<file path="src/rtl/qam16_demod_pkg.sv">
// rtl/qam16_demod_pkg.sv - 16-QAM symbol type, level constants, Gray map/unmap, slicer, carrier table
package qam16_demod_pkg;

   typedef logic [3:0] sym_t;

   localparam int LVL_M3 = -3;
   localparam int LVL_M1 = -1;
   localparam int LVL_P1 = 1;
   localparam int LVL_P3 = 3;

   function automatic logic [1:0] gray_map(input int lvl);
      case (lvl)
         LVL_M3:  gray_map = 2'b00;
         LVL_M1:  gray_map = 2'b01;
         LVL_P1:  gray_map = 2'b11;
         default: gray_map = 2'b10;
      endcase
   endfunction

   function automatic int gray_unmap(input logic [1:0] bits);
      case (bits)
         2'b00:   gray_unmap = LVL_M3;
         2'b01:   gray_unmap = LVL_M1;
         2'b11:   gray_unmap = LVL_P1;
         default: gray_unmap = LVL_P3;
      endcase
   endfunction

   // Ties resolve upward at +THR and 0, and toward the inner level at -THR.
   function automatic int slice(input longint v, input longint thr);
      if (v >= thr)
         slice = LVL_P3;
      else if (v >= 0)
         slice = LVL_P1;
      else if (v >= -thr)
         slice = LVL_M1;
      else
         slice = LVL_M3;
   endfunction

   function automatic int carrier_cos(input int k, input int depth, input int amp);
      real x;
      x = real'(amp) * $cos(2.0 * 3.14159265358979 * real'(k) / real'(depth));
      if (x >= 0.0)
         carrier_cos = $rtoi(x + 0.5);
      else
         carrier_cos = -$rtoi(-x + 0.5);
   endfunction

endpackage

</file>
<file path="src/rtl/qam16_demod_if.sv">
// rtl/qam16_demod_if.sv - sample-in / symbol-out bundle; soft outputs present with QAM16_DEMOD_SOFT_EN
interface qam16_demod_if
   import qam16_demod_pkg::*;
#(
   parameter int DIN_W = 30,
   parameter int ACC_W = 48
);
   logic signed [DIN_W-1:0] din;
   logic                    din_vld;
   sym_t                    sym;
   logic                    sym_vld;
`ifdef QAM16_DEMOD_SOFT_EN
   logic signed [ACC_W-1:0] soft_i;
   logic signed [ACC_W-1:0] soft_q;
`endif

   modport master (
      output din, din_vld,
      input  sym, sym_vld
`ifdef QAM16_DEMOD_SOFT_EN
      , input soft_i, soft_q
`endif
   );

   modport slave (
      input  din, din_vld,
      output sym, sym_vld
`ifdef QAM16_DEMOD_SOFT_EN
      , output soft_i, soft_q
`endif
   );
endinterface

</file>
<file path="src/rtl/qam16_nco_lut.sv">
// rtl/qam16_nco_lut.sv - free-running carrier phase counter with registered cos / -sin lookup
module qam16_nco_lut
   import qam16_demod_pkg::*;
#(
   parameter int NCO_W     = 12,
   parameter int LUT_DEPTH = 16
) (
   input  logic                    CLK,
   input  logic                    Rst,
   input  logic                    advance,
   output logic signed [NCO_W-1:0] cos_out,
   output logic signed [NCO_W-1:0] msin_out
);
   localparam int PH_W = $clog2(LUT_DEPTH);
   localparam int AMP  = (1 << (NCO_W - 1)) - 1;
   localparam logic [PH_W-1:0] QTR = PH_W'(LUT_DEPTH / 4);

   logic signed [NCO_W-1:0] rom [LUT_DEPTH];
   logic [PH_W-1:0]         ph;
   logic [PH_W-1:0]         ph_q;

   for (genvar k = 0; k < LUT_DEPTH; k++) begin : g_rom
      assign rom[k] = NCO_W'(carrier_cos(k, LUT_DEPTH, AMP));
   end

   // -sin(x) == cos(x + pi/2), so a quarter-period offset reuses the cosine table.
   assign ph_q = ph + QTR;

   always_ff @(posedge CLK) begin
      if (Rst) begin
         ph       <= '0;
         cos_out  <= '0;
         msin_out <= '0;
      end else if (advance) begin
         ph       <= ph + 1'b1;
         cos_out  <= rom[ph];
         msin_out <= rom[ph_q];
      end
   end
endmodule

</file>
<file path="src/rtl/qam16_demod.sv">
// rtl/qam16_demod.sv - coherent 16-QAM demodulator: mix, integrate-and-dump, slice, Gray-decode
// Optional soft-decision outputs: QAM16_DEMOD_SOFT_EN
module qam16_demod
   import qam16_demod_pkg::*;
#(
   parameter int     DIN_W     = 30,
   parameter int     NCO_W     = 12,
   parameter int     LUT_DEPTH = 16,
   parameter int     SPS       = 64,
   parameter int     ACC_W     = DIN_W + NCO_W + $clog2(SPS),
   parameter longint THR       = longint'(1) << 36
) (
   input logic           CLK,
   input logic           Rst,
   qam16_demod_if.slave  bus
);
   localparam int P_W   = DIN_W + NCO_W;
   localparam int CNT_W = $clog2(SPS);
   localparam logic [CNT_W-1:0] LAST = CNT_W'(SPS - 1);

   logic signed [NCO_W-1:0] cos_r, msin_r;
   logic signed [DIN_W-1:0] din_r;
   logic signed [P_W-1:0]   p_i, p_q;
   logic signed [ACC_W-1:0] acc_i, acc_q, sum_i, sum_q, hold_i, hold_q;
   logic [CNT_W-1:0]        cnt;
   logic                    v1, v2, hold_vld;
   sym_t                    sym_r;
   logic                    sym_vld_r;

   qam16_nco_lut #(.NCO_W(NCO_W), .LUT_DEPTH(LUT_DEPTH)) u_nco (
      .CLK      (CLK),
      .Rst      (Rst),
      .advance  (bus.din_vld),
      .cos_out  (cos_r),
      .msin_out (msin_r)
   );

   always_ff @(posedge CLK) begin
      if (Rst) begin
         v1    <= 1'b0;
         din_r <= '0;
      end else begin
         v1 <= bus.din_vld;
         if (bus.din_vld)
            din_r <= bus.din;
      end
   end

   always_ff @(posedge CLK) begin
      if (Rst) begin
         v2  <= 1'b0;
         p_i <= '0;
         p_q <= '0;
      end else begin
         v2 <= v1;
         if (v1) begin
            p_i <= P_W'(din_r) * P_W'(cos_r);
            p_q <= P_W'(din_r) * P_W'(msin_r);
         end
      end
   end

   assign sum_i = acc_i + ACC_W'(p_i);
   assign sum_q = acc_q + ACC_W'(p_q);

   // The last sample of a symbol is folded into the dump so the accumulators restart clean.
   always_ff @(posedge CLK) begin
      if (Rst) begin
         acc_i    <= '0;
         acc_q    <= '0;
         hold_i   <= '0;
         hold_q   <= '0;
         cnt      <= '0;
         hold_vld <= 1'b0;
      end else begin
         hold_vld <= 1'b0;
         if (v2) begin
            if (cnt == LAST) begin
               hold_i   <= sum_i;
               hold_q   <= sum_q;
               acc_i    <= '0;
               acc_q    <= '0;
               cnt      <= '0;
               hold_vld <= 1'b1;
            end else begin
               acc_i <= sum_i;
               acc_q <= sum_q;
               cnt   <= cnt + 1'b1;
            end
         end
      end
   end

   always_ff @(posedge CLK) begin
      if (Rst) begin
         sym_r     <= '0;
         sym_vld_r <= 1'b0;
      end else begin
         sym_vld_r <= hold_vld;
         if (hold_vld)
            sym_r <= {gray_map(slice(64'(hold_i), THR)), gray_map(slice(64'(hold_q), THR))};
      end
   end

   assign bus.sym     = sym_r;
   assign bus.sym_vld = sym_vld_r;

`ifdef QAM16_DEMOD_SOFT_EN
   logic signed [ACC_W-1:0] soft_i_r, soft_q_r;

   always_ff @(posedge CLK) begin
      if (Rst) begin
         soft_i_r <= '0;
         soft_q_r <= '0;
      end else if (hold_vld) begin
         soft_i_r <= hold_i;
         soft_q_r <= hold_q;
      end
   end

   assign bus.soft_i = soft_i_r;
   assign bus.soft_q = soft_q_r;
`endif
endmodule

</file>
<file path="src/flat_wrapper.sv">
// flat-port wrapper written by rule: the top's interface ports become plain ports
module qam16_demod_flat import qam16_demod_pkg::*;
#(
   parameter int     DIN_W     = 30,
   parameter int     NCO_W     = 12,
   parameter int     LUT_DEPTH = 16,
   parameter int     SPS       = 64,
   parameter int     ACC_W     = DIN_W + NCO_W + $clog2(SPS),
   parameter longint THR       = longint'(1) << 36
)
  (CLK, Rst, bus_din, bus_din_vld, bus_sym, bus_sym_vld);
  qam16_demod_if #(.DIN_W(DIN_W), .ACC_W(ACC_W)) bus_i ();
  input logic CLK;
  input logic Rst;
  input wire logic [$bits(bus_i.din)-1:0] bus_din;
  input wire logic [$bits(bus_i.din_vld)-1:0] bus_din_vld;
  output wire logic [$bits(bus_i.sym)-1:0] bus_sym;
  output wire logic [$bits(bus_i.sym_vld)-1:0] bus_sym_vld;
  assign bus_i.din = bus_din;
  assign bus_i.din_vld = bus_din_vld;
  assign bus_sym = bus_i.sym;
  assign bus_sym_vld = bus_i.sym_vld;
  qam16_demod #(.DIN_W(DIN_W), .NCO_W(NCO_W), .LUT_DEPTH(LUT_DEPTH), .SPS(SPS), .ACC_W(ACC_W), .THR(THR)) u_core (.CLK(CLK), .Rst(Rst), .bus(bus_i));
endmodule
</file>
<file path="config.mk">
export PLATFORM = sky130hd
export DESIGN_NAME = qam16_demod_flat
export DESIGN_NICKNAME = d
export VERILOG_FILES = /design/src/rtl/qam16_demod_pkg.sv /design/src/rtl/qam16_demod_if.sv /design/src/rtl/qam16_nco_lut.sv /design/src/rtl/qam16_demod.sv /design/src/flat_wrapper.sv
export SDC_FILE = /design/constraint.sdc
export NUM_CORES = 2
export LEC_CHECK = 0
export BUFFER_PORTS_ARGS = -buffer_cell sky130_fd_sc_hd__buf_4
export CORE_UTILIZATION = 45
export DETAILED_ROUTE_END_ITERATION = 8
export GPL_TIMING_DRIVEN = 0
export PLACE_DENSITY_LB_ADDON = 0.1
export SLEW_MARGIN = 10
export SYNTH_ARGS = -nofsm -noshare
export SYNTH_HDL_FRONTEND = slang
export SYNTH_HIERARCHICAL = 1
export SYNTH_SLANG_ARGS = --single-unit
</file>
<file path="constraint.sdc">
create_clock -name CLK -period 6.14 [get_ports CLK]
set_input_delay 1.228 -clock CLK [delete_from_list [all_inputs] [get_ports CLK]]
set_output_delay 1.228 -clock CLK [all_outputs]
set_load 0.005 [all_outputs]
</file>
Yosys cells after proc, flatten, opt, wreduce, memory -nomap -nowiden
Memories as Yosys holds them, arrays and structs flattened. A register that Yosys moved wholly into a read port is not among the register bits. Cells that the tools add are included.

Muxes and demuxes: 16. $add $sub $neg: 5. Eq/ne operators: 7. Magnitude comparators: 6. Reduce and logical (&&, ||, !) cells: 2. Multiply operators: 2. Bitwise gates (word level): 3.

Operators with widths (count): 32-bit two-way mux (8); 32-bit == test (second input constant) (4); 48-bit by 42-bit adder with 48-bit output (2); 48-bit by 1-bit greater-or-equal comparator with 1-bit output (second input constant) (2); 48-bit by 37-bit greater-or-equal comparator with 1-bit output (second input constant) (2); 48-bit by 38-bit greater-or-equal comparator with 1-bit output (second input constant) (2); 48-bit two-way mux (2); 30-bit by 12-bit multiplier with 42-bit output (2); 32-bit by 1-bit == test with 1-bit output (second input constant) (2); 2-bit one-hot mux with 3 select lines (2); 4-bit inverter with 5-bit output (2); 6-bit by 1-bit adder with 6-bit output (second input constant) (1); 6-bit == test (second input constant) (1); 6-bit two-way mux (1); 4-bit by 1-bit adder with 4-bit output (second input constant) (1); 4-bit by 3-bit adder with 4-bit output (second input constant) (1); 2-bit two-way mux (2); 2-bit AND reduction (1); 2-bit OR reduction (1); 1-bit two-way mux (1); 1-bit inverter (1).

Register bits after elaboration: 324. Memories kept: 2. Bits in read-only memories: 384. Word-level logic and storage cells: 57. Bits of input ports: 33.

Memory list: (no name shown) (depth 16, width 12, rd ports 1, clocked after memory_dff 1, wr ports 0, line qam16_nco_lut.sv:37) `msin_out <= rom[ph_q];`; (no name shown) (depth 16, width 12, rd ports 1, clocked after memory_dff 1, wr ports 0, line qam16_nco_lut.sv:36) `cos_out <= rom[ph];`.

Logic depth before layout (Yosys ltp)
Word-level depth: 8. Mapped depth: 25. Gate-level depth less buffers: 22.

Cells and area by module
Netlist, hierarchy kept.

Modules (own cells, without submodules): qam16_demod (cells an instance 4505, area each 37968.9 µm², times used 1, seq. area each 4964.8 µm²); qam16_nco_lut (cells an instance 162, area each 1355.0 µm², times used 1, seq. area each 480.5 µm²).

Worst setup path before layout
OpenSTA, ideal clock, no wires.

Path type: reg2reg. From: register u_core.u_nco.msin_out[8]. To: register u_core.p_q[39]. Arrival: 5.976 ns. Buffers on the path: 3. Path slack: 0.030 ns. Stages on the path, launching flop included: 24. Path through: dfxtp_1 -> buf_4 -> clkbuf_1 -> nand2_1 -> fa_1 -> inv_1 -> fa_1 -> fa_1 -> fa_1 -> inv_1 -> fa_1 -> inv_1 -> ha_1 -> clkbuf_1 -> a21oi_1 -> nand2_1 -> o311ai_0 -> o211ai_1 -> a21oi_1 -> o21ai_1 -> a31oi_1 -> o21bai_1 -> and3_1 -> or4_1.

Word-level cells in the longest chain between the ends: 1.

Ends and longest elaborated chain: start, declared (line qam16_nco_lut.sv:12) `output logic signed [NCO_W-1:0] msin_out`; 30-bit by 12-bit multiplier with 42-bit output (line qam16_demod.sv:58) `p_q <= P_W'(din_r) * P_W'(msin_r);`; end signal, assigned (line qam16_demod.sv:58); end, declared (line qam16_demod.sv:23) `logic signed [P_W-1:0] p_i, p_q;`.

Every way passes these cells. A chain may end at the register's enable or synchronous reset.

Worst setup path in the final report
From: register u_core.u_nco.msin_out[11]. To: register u_core.p_q[39].

The elaborated chain is that of the path after synthesis.

==> qor.csv <==
stage;metric;value;unit
route;antenna viol nets, final;0;
critical_path;CP required;6.60;ns
sta;Slew HR;14.9;%
sta;Final Worst Setup Slack;-0.162;ns
clocking;clk_lat worst skew;0.59;ns
floorplan;number of core rows;108;
logic_synthesis;Top FF cell, synth;dfxtp_1;
sta;Clock Skews;0.0465;ns
flow_run;maxcap violations;0;
placement;Post-DP HPWL;103000;um
worst_hold_path;Worst Hold Class;flip-flop to flip-flop;
grt;vias in the first global route;33129;
clocking;CTS root buffer;clkbuf_16;
route;Top Metal Used;met4;
sta;max-slew violations;0;
placement;I/O Buffers;35;
grt;largest net degree at the start of global routing;13;
final_layout;share of cells above drive strength 1;9.18;%
route;met2 WL post-DR;58400;um
critical_path;Worst R2R Start;u_core/u_nco/msin_out[11];
worst_hold_path;hold wc startpoint;u_core/acc_i[44];
placement;post-place setup slack;-2.43;ns
critical_path;Critical Path Sink Type;flip-flop;
pwr;total power after layout;7690;uW
clocking;clk buf depth;3;
grt;overall global routing resource usage;29.4;%
sta;RSZ-0062 raised after global routing;true;
route;Met3 Routed Length;8860;um
logic_synthesis;distinct cell type count after synthesis;81;
clocking;CTS Hold Buffers Added;0;
critical_path;Startpoint Class;flip-flop;
final_layout;Layout area overhead;12.8;%
grt;first-pass GRT wire length;199000;um
critical_path;WS Path Type;flip-flop to flip-flop;
route;Post-Route WL;128000;um
sta;total negative slack;-0.298;ns
logic_synthesis;Syn Inst Count;4667;
logic_synthesis;FFs w/ async S/R, synth;0;%
pwr;Pleak;0.0207;uW
final_layout;Layout Nets;5734;
clocking;CTS HTree Levels;2;
logic_synthesis;number of flops mapped to enable cells by yosys;0;
pwr;PD cells;173;mW/mm^2
grt;initial antenna violation count;4;
route;metal1 wirelength;56900;um
route;via-per-instance ratio;5.43;
placement;routability congestion estimate from global placement;0.937;
floorplan;die area;0.0886;mm^2
clocking;Worst-path clk slew;0.07;ns
route;Routed WL per cell;21.5;um
sta;final cycle utilization of the critical path;103;%
floorplan;Boundary Pins;38;
clocking;CTS tree;built;
floorplan;Die Y-Extent;298;um
clocking;Num CTS Buffers;37;
final_layout;Core Util, Final;51.2;%
critical_path;crit-path max FO;8;
logic_synthesis;synthesized area per cell;8.43;um^2
clocking;CTS sink cnt;272;
logic_synthesis;sequential area share after synthesis;13.8;%
route;drc violations;0;
route;Pre-Repair DR Iteration Count;6;
sta;Fmax;159;MHz
sta;Final Hold Viols;0;
status;violated checks;setup timing;
pwr;peak supply drop;0.180;mV
sta;Final setup viols;2;
logic_synthesis;Synth warnings;6;
logic_synthesis;Post-Syn Area;0.0393;mm^2
logic_synthesis;Yosys reg bits;272;
sta;Worst-Margin Slew;1.28;ns
grt;grt ovf;0;
logic_synthesis;post-synthesis net count;5613;
sta;post-layout min period;6.30;ns
floorplan;starting density of the core;45.4;%
critical_path;Worst Path Arrival;6.76;ns
critical_path;worst setup path start;u_core/u_nco/msin_out[11];
floorplan;Die W;298;um
route;Initial DRC Count;2468;
status;status;complete, but fails checks;
route;vias;32430;
floorplan;core area;0.0866;mm^2
## worst paths after layout
check / slack [ns] / cells past startpoint / end
setup / recovery: -0.16 / 22 / u_core/p_q[39]
hold / removal: 0.46 / 2 / u_core/acc_i[44]
setup reg to reg: -0.16 / 22 / u_core/p_q[39]
hold reg to reg: 0.46 / 2 / u_core/acc_i[44]
## worst max-delay path: stages (launching register included)
cell and delay, ns:
dfxtp_4 0.43, clkinv_8 0.07, buf_12 0.14, buf_4 0.13, nor2_1 0.14, fa_1 0.47, fa_1 0.52, fa_1 0.42
fa_1 0.49, inv_1 0.05, fa_1 0.52, inv_1 0.08, ha_4 0.33, o211ai_1 0.18, a2111oi_4 0.58, o311ai_4 0.23
o211ai_1 0.21, a21oi_2 0.13, o21ai_2 0.20, a31oi_4 0.13, o21bai_1 0.21, a2111oi_1 0.10, or4_1 0.42
## cells in the final DEF, fill, tap and decap left out, drive strengths merged, types with 19 or more instances in the layout
cell type    n
a211oi      30
a21o        89
a21oi      186
a22o        35
a22oi       52
a31oi       35
and2       179
buf        194
clkbuf     202
dfxtp      272
fa         638
ha         275
inv        834
mux2i       81
nand2      668
nand2b      43
nand3       42
nand4       33
nor2       323
nor2b       19
nor3        44
o211ai      22
o21a        19
o21ai       89
o21bai      32
xnor2      118
xor2        51
## final cells by class
| type | instances | area, um^2 |
|---|---|---|
| Fill cell | 8437 | 42300 |
| Clock inverter | 18 | 268 |
| Inverter | 835 | 3150 |
| Clock buffer | 46 | 990 |
| Antenna cell | 2 | 5.00 |
| Timing Repair Buffer | 97 | 778 |
| Buffer | 253 | 1870 |
| Multi-Input combinational cell | 3292 | 30300 |
| Tap cell | 1155 | 1450 |
| Sequential cell | 272 | 5560 |
## Yosys cell counts (33+ instances only)
| cell type | instances | area share [%] |
|---|---|---|
| inv_1 | 831 | 7.9 |
| nand2_1 | 668 | 6.4 |
| fa_1 | 638 | 32 |
| nor2_1 | 323 | 3.1 |
| ha_1 | 275 | 8.7 |
| dfxtp_1 | 272 | 14 |
| clkbuf_1 | 243 | 2.3 |
| a21oi_1 | 186 | 2.4 |
| and2_1 | 179 | 2.8 |
| xnor2_1 | 118 | 2.6 |
| a21o_1 | 89 | 1.7 |
| o21ai_0 | 88 | 1.1 |
| mux2i_1 | 81 | 2.1 |
| a22oi_1 | 52 | 0.99 |
| xor2_1 | 51 | 1.1 |
| nor3_1 | 44 | 0.56 |
| nand2b_1 | 43 | 0.68 |
| nand3_1 | 42 | 0.53 |
| a22o_1 | 35 | 0.78 |
| a31oi_1 | 34 | 0.54 |
| nand4_1 | 33 | 0.52 |
## routing by layer
metal	global-route usage (%)	up-vias
li1	-	14968
met1	40.6	16242
met2	47.8	1019
met3	4.73	201
met4	7.85	0
met5	0	-
## where the power goes
part / internal [uW] / switching [uW] / leakage (uW) / total, uW
Sequential: 1860 / 129 / 0.00223 / 1990
Clock: 1300 / 948 / 0.000603 / 2250
Combinational: 1320 / 2140 / 0.0179 / 3450
Total: 4480 / 3210 / 0.0207 / 7690
## repair_timing
item                       CTS  global route
buffers inserted            21            40
pin swaps                   21            49
setup endpoints to repair   54            30
gates resized for setup    346           269
cloned                       0             1
## metrics by stage
stage | area [um^2] | hold slack, ns | std cells
2_1_floorplan | 39300 | 0.429 | 4667
3_3_place_gp | 41000 | 0.449 | 5857
3_5_place_dp | 41000 | 0.456 | 5857
4_1_cts | 43400 | 0.469 | 5933
5_1_grt | 44300 | 0.485 | 5970
6_report | 44300 | 0.464 | 5970
## logic make-up (layout without fill, tap and decap cells)
family,after synthesis,in the layout,synth area share (%)
other,0,2,0
buffers and inverters,1103,1249,10.7
flip-flops,272,272,13.8
adder cells (fa/ha/maj),913,913,41.2
AND/OR/NAND/NOR,1422,1422,16.2
multiplexers,82,82,2.09
AO/OA/AOI/OAI,706,706,12.2
XOR/XNOR,169,169,3.76
## flip-flops by register name, indices dropped and copies added, names as in the netlist, 4 cells and up
| name | cells |
|---|---|
| u_core/acc_i | 48 |
| u_core/acc_q | 48 |
| u_core/bus.sym | 4 |
| u_core/cnt | 6 |
| u_core/din_r | 30 |
| u_core/hold_i | 12 |
| u_core/hold_q | 12 |
| u_core/p_i | 42 |
| u_core/p_q | 42 |
| u_core/u_nco/cos_out | 10 |
| u_core/u_nco/msin_out | 10 |
| u_core/u_nco/ph | 4 |
(Power assumes the default switching activity.)
